$ cat src/rtl/spi_pkg.sv
// Shared definitions for the SPI slave frame front end.
// Holds the FSM state encoding, the 2-bit command codes carried in the
// first two bits of every frame, and a helper that classifies a command.
package spi_pkg;

  typedef enum logic [2:0] {
    ST_IDLE      = 3'd0,
    ST_CHK_CMD   = 3'd1,
    ST_WRITE     = 3'd2,
    ST_READ_ADDR = 3'd3,
    ST_READ_DATA = 3'd4,
    ST_TX_WAIT   = 3'd5,
    ST_TX_SHIFT  = 3'd6,
    ST_DONE      = 3'd7
  } spi_state_e;

  localparam logic [1:0] CMD_WR_ADDR = 2'b00;
  localparam logic [1:0] CMD_WR_DATA = 2'b01;
  localparam logic [1:0] CMD_RD_ADDR = 2'b10;
  localparam logic [1:0] CMD_RD_DATA = 2'b11;

  // True for the two read commands. Only cmd[1] is known when the decision
  // is taken, so callers pass {cmd[1], 1'b0}.
  function automatic logic cmd_is_read(input logic [1:0] cmd);
    logic r;
    case (cmd)
      CMD_WR_ADDR, CMD_WR_DATA: r = 1'b0;
      CMD_RD_ADDR, CMD_RD_DATA: r = 1'b1;
      default:                  r = 1'b0;
    endcase
    return r;
  endfunction

endpackage

$ cat src/rtl/spi_tx_shifter.sv
// Load/shift register that serialises a DATA_W-bit read word onto MISO.
// Ports:
//   clk, rst     clock and synchronous active-high reset
//   load         capture load_data; its MSB appears on miso the next cycle
//   shift        present the next bit (MSB first); zero once the word is out
//   clear        drop the word and force miso to 0
//   load_data    word to serialise
//   miso         registered serial output, 0 when idle
//   done         high while the last (LSB) bit is on miso
module spi_tx_shifter #(
  parameter int DATA_W = 8
) (
  input  logic              clk,
  input  logic              rst,
  input  logic              load,
  input  logic              shift,
  input  logic              clear,
  input  logic [DATA_W-1:0] load_data,
  output logic              miso,
  output logic              done
);

  localparam int CNT_W = $clog2(DATA_W + 1);

  logic [DATA_W-1:0] sh_r;
  logic [CNT_W-1:0]  cnt_r;
  logic              active_r;
  logic              miso_r;

  // Shift register, bits-remaining counter and the MISO output flop.
  always_ff @(posedge clk) begin
    if (rst) begin
      sh_r     <= '0;
      cnt_r    <= '0;
      active_r <= 1'b0;
      miso_r   <= 1'b0;
    end else if (clear) begin
      sh_r     <= '0;
      cnt_r    <= '0;
      active_r <= 1'b0;
      miso_r   <= 1'b0;
    end else if (load) begin
      // MSB goes straight to the output flop; the rest waits in sh_r.
      miso_r   <= load_data[DATA_W-1];
      sh_r     <= load_data << 1;
      cnt_r    <= CNT_W'(DATA_W - 1);
      active_r <= 1'b1;
    end else if (shift && active_r) begin
      if (cnt_r == '0) begin
        miso_r   <= 1'b0;
        active_r <= 1'b0;
      end else begin
        miso_r <= sh_r[DATA_W-1];
        sh_r   <= sh_r << 1;
        cnt_r  <= cnt_r - CNT_W'(1);
      end
    end else begin
      sh_r     <= sh_r;
      cnt_r    <= cnt_r;
      active_r <= active_r;
      miso_r   <= miso_r;
    end
  end

  assign miso = miso_r;
  assign done = active_r && (cnt_r == '0);

endmodule

$ cat src/rtl/spi_slave_frame.sv
// SPI slave front end: deserialises {cmd[1:0], payload} frames from MOSI,
// reports each complete frame with a one-cycle rx_valid pulse and, for
// read-data commands, waits (bounded) for tx_data and serialises it on MISO.
// Ports:
//   clk, rst    system/bit clock, synchronous active-high reset
//   SS_n        slave select, active low; high mid-frame aborts the frame
//   MOSI        serial input, MSB first
//   MISO        serial output, MSB first, 0 when not shifting
//   rx_data     last complete frame {cmd, payload}
//   rx_valid    one-cycle pulse when rx_data updates
//   tx_data     read payload, sampled with tx_valid while waiting
//   tx_valid    read payload valid
//   frame_err   one-cycle pulse on abort or read-data timeout
//   busy        registered, high whenever the FSM is not idle
module spi_slave_frame
  import spi_pkg::*;
#(
  parameter int DATA_W     = 8,
  parameter int TX_TIMEOUT = 16
) (
  input  logic              clk,
  input  logic              rst,
  input  logic              SS_n,
  input  logic              MOSI,
  output logic              MISO,
  output logic [DATA_W+1:0] rx_data,
  output logic              rx_valid,
  input  logic [DATA_W-1:0] tx_data,
  input  logic              tx_valid,
  output logic              frame_err,
  output logic              busy
);

  localparam int N      = DATA_W + 2;
  localparam int BIT_W  = $clog2(N + 1);
  localparam int WAIT_W = (TX_TIMEOUT > 0) ? $clog2(TX_TIMEOUT + 1) : 1;
  localparam logic [BIT_W-1:0]  BIT_LAST  = BIT_W'(N - 1);
  localparam logic [WAIT_W-1:0] WAIT_LAST = (TX_TIMEOUT > 0) ? WAIT_W'(TX_TIMEOUT - 1) : '0;

  spi_state_e        state_r, state_nxt_s;
  logic [N-2:0]      rx_sh_r, rx_sh_nxt_s;
  logic [BIT_W-1:0]  bit_cnt_r, bit_cnt_nxt_s;
  logic [WAIT_W-1:0] wait_cnt_r, wait_cnt_nxt_s;
  logic              rd_seen_r, rd_seen_nxt_s;
  logic [N-1:0]      rx_data_r, rx_data_nxt_s;
  logic              rx_valid_r, rx_valid_nxt_s;
  logic              frame_err_r, frame_err_nxt_s;
  logic              busy_r;
  logic              tx_load_s, tx_shift_s, tx_clear_s, tx_done_s, miso_s;

  // Next-state, counters and pulse outputs; SS_n high wins over everything.
  always_comb begin
    state_nxt_s     = state_r;
    rx_sh_nxt_s     = rx_sh_r;
    bit_cnt_nxt_s   = bit_cnt_r;
    wait_cnt_nxt_s  = wait_cnt_r;
    rd_seen_nxt_s   = rd_seen_r;
    rx_data_nxt_s   = rx_data_r;
    rx_valid_nxt_s  = 1'b0;
    frame_err_nxt_s = 1'b0;
    tx_load_s       = 1'b0;
    tx_shift_s      = 1'b0;
    tx_clear_s      = 1'b0;
    case (state_r)
      ST_IDLE: begin
        if (!SS_n) begin
          state_nxt_s   = ST_CHK_CMD;
          rx_sh_nxt_s   = '0;
          bit_cnt_nxt_s = '0;
        end else begin
          state_nxt_s = ST_IDLE;
        end
      end
      ST_CHK_CMD: begin
        if (SS_n) begin
          state_nxt_s     = ST_IDLE;
          frame_err_nxt_s = 1'b1;
        end else begin
          rx_sh_nxt_s   = {rx_sh_r[N-3:0], MOSI};
          bit_cnt_nxt_s = BIT_W'(1);
          if (!cmd_is_read({MOSI, 1'b0})) begin
            state_nxt_s = ST_WRITE;
          end else if (rd_seen_r) begin
            state_nxt_s = ST_READ_DATA;
          end else begin
            state_nxt_s = ST_READ_ADDR;
          end
        end
      end
      ST_WRITE, ST_READ_ADDR, ST_READ_DATA: begin
        if (SS_n) begin
          // Also covers SS_n rising together with the last bit: no rx_valid.
          state_nxt_s     = ST_IDLE;
          frame_err_nxt_s = 1'b1;
        end else if (bit_cnt_r == BIT_LAST) begin
          rx_data_nxt_s  = {rx_sh_r, MOSI};
          rx_valid_nxt_s = 1'b1;
          bit_cnt_nxt_s  = '0;
          wait_cnt_nxt_s = '0;
          if (state_r == ST_READ_DATA) begin
            state_nxt_s = ST_TX_WAIT;
          end else if (state_r == ST_READ_ADDR) begin
            state_nxt_s   = ST_DONE;
            rd_seen_nxt_s = 1'b1;
          end else begin
            state_nxt_s = ST_DONE;
          end
        end else begin
          rx_sh_nxt_s   = {rx_sh_r[N-3:0], MOSI};
          bit_cnt_nxt_s = bit_cnt_r + BIT_W'(1);
        end
      end
      ST_TX_WAIT: begin
        if (SS_n) begin
          state_nxt_s     = ST_IDLE;
          frame_err_nxt_s = 1'b1;
          rd_seen_nxt_s   = 1'b0;
        end else if (tx_valid) begin
          tx_load_s   = 1'b1;
          state_nxt_s = ST_TX_SHIFT;
        end else if ((TX_TIMEOUT != 0) && (wait_cnt_r == WAIT_LAST)) begin
          // This edge is the TX_TIMEOUT-th one without tx_valid.
          frame_err_nxt_s = 1'b1;
          rd_seen_nxt_s   = 1'b0;
          state_nxt_s     = ST_DONE;
        end else begin
          wait_cnt_nxt_s = wait_cnt_r + WAIT_W'(1);
        end
      end
      ST_TX_SHIFT: begin
        if (SS_n) begin
          state_nxt_s     = ST_IDLE;
          frame_err_nxt_s = 1'b1;
          rd_seen_nxt_s   = 1'b0;
          tx_clear_s      = 1'b1;
        end else if (tx_done_s) begin
          state_nxt_s   = ST_DONE;
          rd_seen_nxt_s = 1'b0;
          tx_clear_s    = 1'b1;
        end else begin
          tx_shift_s = 1'b1;
        end
      end
      ST_DONE: begin
        if (SS_n) begin
          state_nxt_s = ST_IDLE;
        end else begin
          state_nxt_s = ST_DONE;
        end
      end
      default: begin
        state_nxt_s = ST_IDLE;
      end
    endcase
  end

  // State, counters, captured frame and registered status outputs.
  always_ff @(posedge clk) begin
    if (rst) begin
      state_r     <= ST_IDLE;
      rx_sh_r     <= '0;
      bit_cnt_r   <= '0;
      wait_cnt_r  <= '0;
      rd_seen_r   <= 1'b0;
      rx_data_r   <= '0;
      rx_valid_r  <= 1'b0;
      frame_err_r <= 1'b0;
      busy_r      <= 1'b0;
    end else begin
      state_r     <= state_nxt_s;
      rx_sh_r     <= rx_sh_nxt_s;
      bit_cnt_r   <= bit_cnt_nxt_s;
      wait_cnt_r  <= wait_cnt_nxt_s;
      rd_seen_r   <= rd_seen_nxt_s;
      rx_data_r   <= rx_data_nxt_s;
      rx_valid_r  <= rx_valid_nxt_s;
      frame_err_r <= frame_err_nxt_s;
      busy_r      <= (state_nxt_s != ST_IDLE);
    end
  end

  spi_tx_shifter #(
    .DATA_W (DATA_W)
  ) u_tx (
    .clk       (clk),
    .rst       (rst),
    .load      (tx_load_s),
    .shift     (tx_shift_s),
    .clear     (tx_clear_s),
    .load_data (tx_data),
    .miso      (miso_s),
    .done      (tx_done_s)
  );

  assign MISO      = miso_s;
  assign rx_data   = rx_data_r;
  assign rx_valid  = rx_valid_r;
  assign frame_err = frame_err_r;
  assign busy      = busy_r;

endmodule

$ cat config.mk
export PLATFORM = sky130hd
export DESIGN_NAME = spi_slave_frame
export DESIGN_NICKNAME = d
export VERILOG_FILES = /design/src/rtl/spi_pkg.sv /design/src/rtl/spi_tx_shifter.sv /design/src/rtl/spi_slave_frame.sv
export SDC_FILE = /design/constraint.sdc
export NUM_CORES = 1
export LEC_CHECK = 0
export ABC_AREA = 1
export BUFFER_PORTS_ARGS = -buffer_cell sky130_fd_sc_hd__buf_2
export CELL_PAD_IN_SITES_DETAIL_PLACEMENT = 0
export CELL_PAD_IN_SITES_GLOBAL_PLACEMENT = 1
export CORE_UTILIZATION = 46
export DETAILED_ROUTE_END_ITERATION = 8
export PLACE_DENSITY_LB_ADDON = 0.1
export SLEW_MARGIN = 20
export SYNTH_ARGS = -nofsm -noshare
export SYNTH_HDL_FRONTEND = slang
export SYNTH_SLANG_ARGS = --single-unit
$ cat constraint.sdc
create_clock -name clk -period 3 [get_ports clk]
set_input_delay 0.15 -clock clk [delete_from_list [all_inputs] [get_ports clk]]
set_output_delay 0.15 -clock clk [all_outputs]
set_load 0.005 [all_outputs]
==> impl_metrics.py <==
metrics = {
    "pwr": {
        "switchingPower_uw": 284,
        "power_density_mw_per_mm2": 403,
        "power.total_uw": 1150,
        "ir_drop_mv": 0.204,
        "intPower_uw": 863,
        "power_leakage_uw": 0.00124,
        "swShare_pct": 24.8,
        "seqPwrFrac_pct": 57.3,
        "p_comb_share_pct": 7.0,
        "clockPowerShare_pct": 35.7,
    },
    "min_path": {
        "min_path_cells": 3,
        "worstHoldPathType": "primary input to register",
        "min_from": "tx_data[0]",
        "holdPathEnd": "u_tx.sh_r[1]",
    },
    "finish": {
        "area_growth_syn_to_layout_pct": 7.06,
        "layout_common_cells": "86 x nand2_1, 48 x nor2_1, 48 x dfxtp_1",
        "layout_commonest_cell": "nand2_1",
        "layout.nets": 401,
        "diodes": 0,
        "drive_above_1_share_pct": 19.6,
        "finish.utilization_pct": 51.4,
    },
    "worst_setup_path": {
        "cp.required_ns": 3.20,
        "critPathKind": "register to register",
        "crit_chain": "inv_4 > nand2_4 > nand2_4 > nor2_4 > inv_2 > nand2_1 > nor2_1",
        "rrSetupSlack_ns": 1.22,
        "path_depth": 7,
        "cp_num_buf_inv": 2,
        "r2r-end": "wait_cnt_r[1]",
        "reg2reg_from": "state_r[2]",
        "path_common_cell": "nand2_4",
        "cp_top_family": "simple AND/OR/NAND/NOR gates",
        "worstPathArrival_ns": 1.98,
        "reg2reg_depth": 7,
        "endpoint_kind": "register",
        "slowest_delay_ns": 0.66,
        "worstSetupStartpointType": "register",
        "worst_path_max_delay_cell": "dfxtp_1",
        "crit_fanout": 13,
    },
    "clock_network": {
        "cts-root-buf": "clkbuf_8",
        "ctsHtreeMaxLevel": 2,
        "cts_setup_buffers": 0,
        "cts_tree": "yes",
        "cts.clk_slew.worst_paths_ns": 0.09,
        "cts_buffers": 5,
        "cts-hold-fix-buffers": 0,
        "cts_resized": 0,
        "clock-sinks": 48,
        "clk_latency_ns": 0.30,
        "clockBufferDepth": 2,
    },
    "timing": {
        "tns_ns": 0,
        "hold_violations": 0,
        "finalCritPeriodShare_pct": 59.3,
        "rsz0062_at_grt": "no",
        "hold-worst-slack_ns": 0.0831,
        "finalSetupViolations": 0,
        "period_minus_slack_ns": 1.78,
        "slew_viol_final": 0,
        "tightest_slew_ns": 0.586,
        "slew_headroom_pct": 60.9,
        "skew_ns": 0.00364,
        "max_freq_mhz": 562,
    },
    "run_status": {
        "status": "completed",
    },
    "global_routing": {
        "grt_pass1_wl_mm": 9.59,
        "grt_pass1_vias": 2087,
        "antenna_found_initial": 0,
        "grt_max_degree": 18,
        "track_usage_pct": 19.8,
        "grt-ovfl-total": 0,
    },
    "floorplan": {
        "io_pins": 27,
        "core.rowCount": 27,
        "die_h_um": 78.0,
        "dieArea_mm2": 0.00609,
        "start_util_pct": 48.0,
        "dieWidth_um": 78.0,
        "fp.coreArea_mm2": 0.00554,
    },
    "yosys": {
        "yosysTopAreaCellShare_pct": 36.2,
        "syn_avg_cell_area_um2": 7.34,
        "synthTopCellsByArea": "dfxtp_1 36%, nand2_1 12%, nor2_1 6.8%, nand3_1 6.0%, buf_6 4.2%",
        "synthesis.nets": 381,
        "ys_types": 33,
        "syn_area_mm2": 0.00266,
        "ys_ff_latch": 48,
        "seq_area_frac_synth_pct": 36.2,
        "yosys_warnings": 0,
        "yosys.area.top_type": "dfxtp_1",
        "syn_inst": 362,
    },
    "place": {
        "place.gp.congestion": 0.876,
        "place_hpwl_mm": 3.93,
        "portBuffers": 26,
    },
    "routing": {
        "drc_errors": 0,
        "num_vias": 2238,
        "wl_mm": 5.40,
        "drt_iter0_drc": 118,
        "avgRoutedWirePerCell_um": 11.9,
        "viasPerCell": 4.92,
        "antenna_left": 0,
        "dr.pass1.iters": 4,
    },
    "flow_run": {
        "maxCapViolations": 0,
    },
}
[layer usage]
layer	vias to the layer above	wire length [um]	global-route usage, %	share of wire [%]
met2	24	2590	32.3	48
met4	0	57	5.00	1.1
met5	-	0	0	0
li1	1196	-	-	-
met3	5	149	3.84	2.8
met1	1013	2610	26.8	48
[sequential cells by signal (all words and copies together), names as in the netlist]
signal / count
frame_err: 1
u_tx.cnt_r: 4
busy: 1
rx_valid: 1
rd_seen_r: 1
state_r: 3
u_tx.sh_r: 7
wait_cnt_r: 5
u_tx.active_r: 1
rx_sh_r: 9
u_tx.miso: 1
bit_cnt_r: 4
rx_data: 10
[power groups by stage]
stage               clock [uW]  sequential [uW]  combinational (uW)
floorplan                    0              667                64.9
global placement             0              672                81.4
detailed placement           0              672                81.1
CTS                        423              657                81.5
global route               450              659                93.0
finish                     410              657                80.4
[kinds of logic after synthesis]
| group | share of synthesized area [%] |
|---|---|
| flip-flops | 36.2 |
| AO/OA/AOI/OAI | 10.8 |
| adder cells (fa/ha/maj) | 2.82 |
| buffers and inverters | 10.9 |
| XOR/XNOR | 1.32 |
| AND/OR/NAND/NOR | 38.0 |
[per-stage QoR]
stage | setup slack, ns | instance area (um2) | instances
detailed placement | 1.23 | 2750 | 447
floorplan | 1.52 | 2660 | 362
finish | 1.22 | 2850 | 455
global placement | 1.28 | 2750 | 447
global route | 1.01 | 2850 | 455
CTS | 1.22 | 2850 | 455
[worst register-to-register path: stages, from the launching register on]
cell and delay, ns:
dfxtp_1 0.66, inv_4 0.11, nand2_4 0.14, nand2_4 0.09
nor2_4 0.28, inv_2 0.21, nand2_1 0.15, nor2_1 0.06
[worst max-delay path by stage]
stage                   from       endpoint
2_1_floorplan  wait_cnt_r[0]  wait_cnt_r[1]
3_3_place_gp      state_r[2]  wait_cnt_r[4]
3_5_place_dp      state_r[2]  wait_cnt_r[1]
4_1_cts           state_r[2]  wait_cnt_r[1]
5_1_grt           state_r[2]  wait_cnt_r[1]
6_report          state_r[2]  wait_cnt_r[1]
[Yosys cell counts]
library cell  number
a21oi_1           20
a21oi_2            2
a31oi_1            2
buf_2              2
buf_4              1
buf_6             10
clkbuf_1           1
clkinv_1           1
dfxtp_1           48
ha_1               6
inv_1             30
inv_2              3
inv_4              3
inv_6              1
nand2_1           86
nand2_2            6
nand2_4            4
nand3_1           32
nand3_4            4
nand3b_1           2
nand4_1            4
nor2_1            48
nor2_2             7
nor2_4             5
nor2_8             2
nor3_1             3
o21ai_0           12
o21ai_1            8
o21ai_2            2
o21ai_4            2
o22ai_1            1
xnor2_1            2
xor2_1             2
[cell type report]
type	instances	area, um2
fillers	585	2700
multi-input cells	262	1410
flip-flops and latches	48	961
inverters	38	155
repair buffers	27	138
well taps	72	90.1
clock buffers	7	86.3
clock inverters	1	7.51
(Power assumes the default switching activity.)
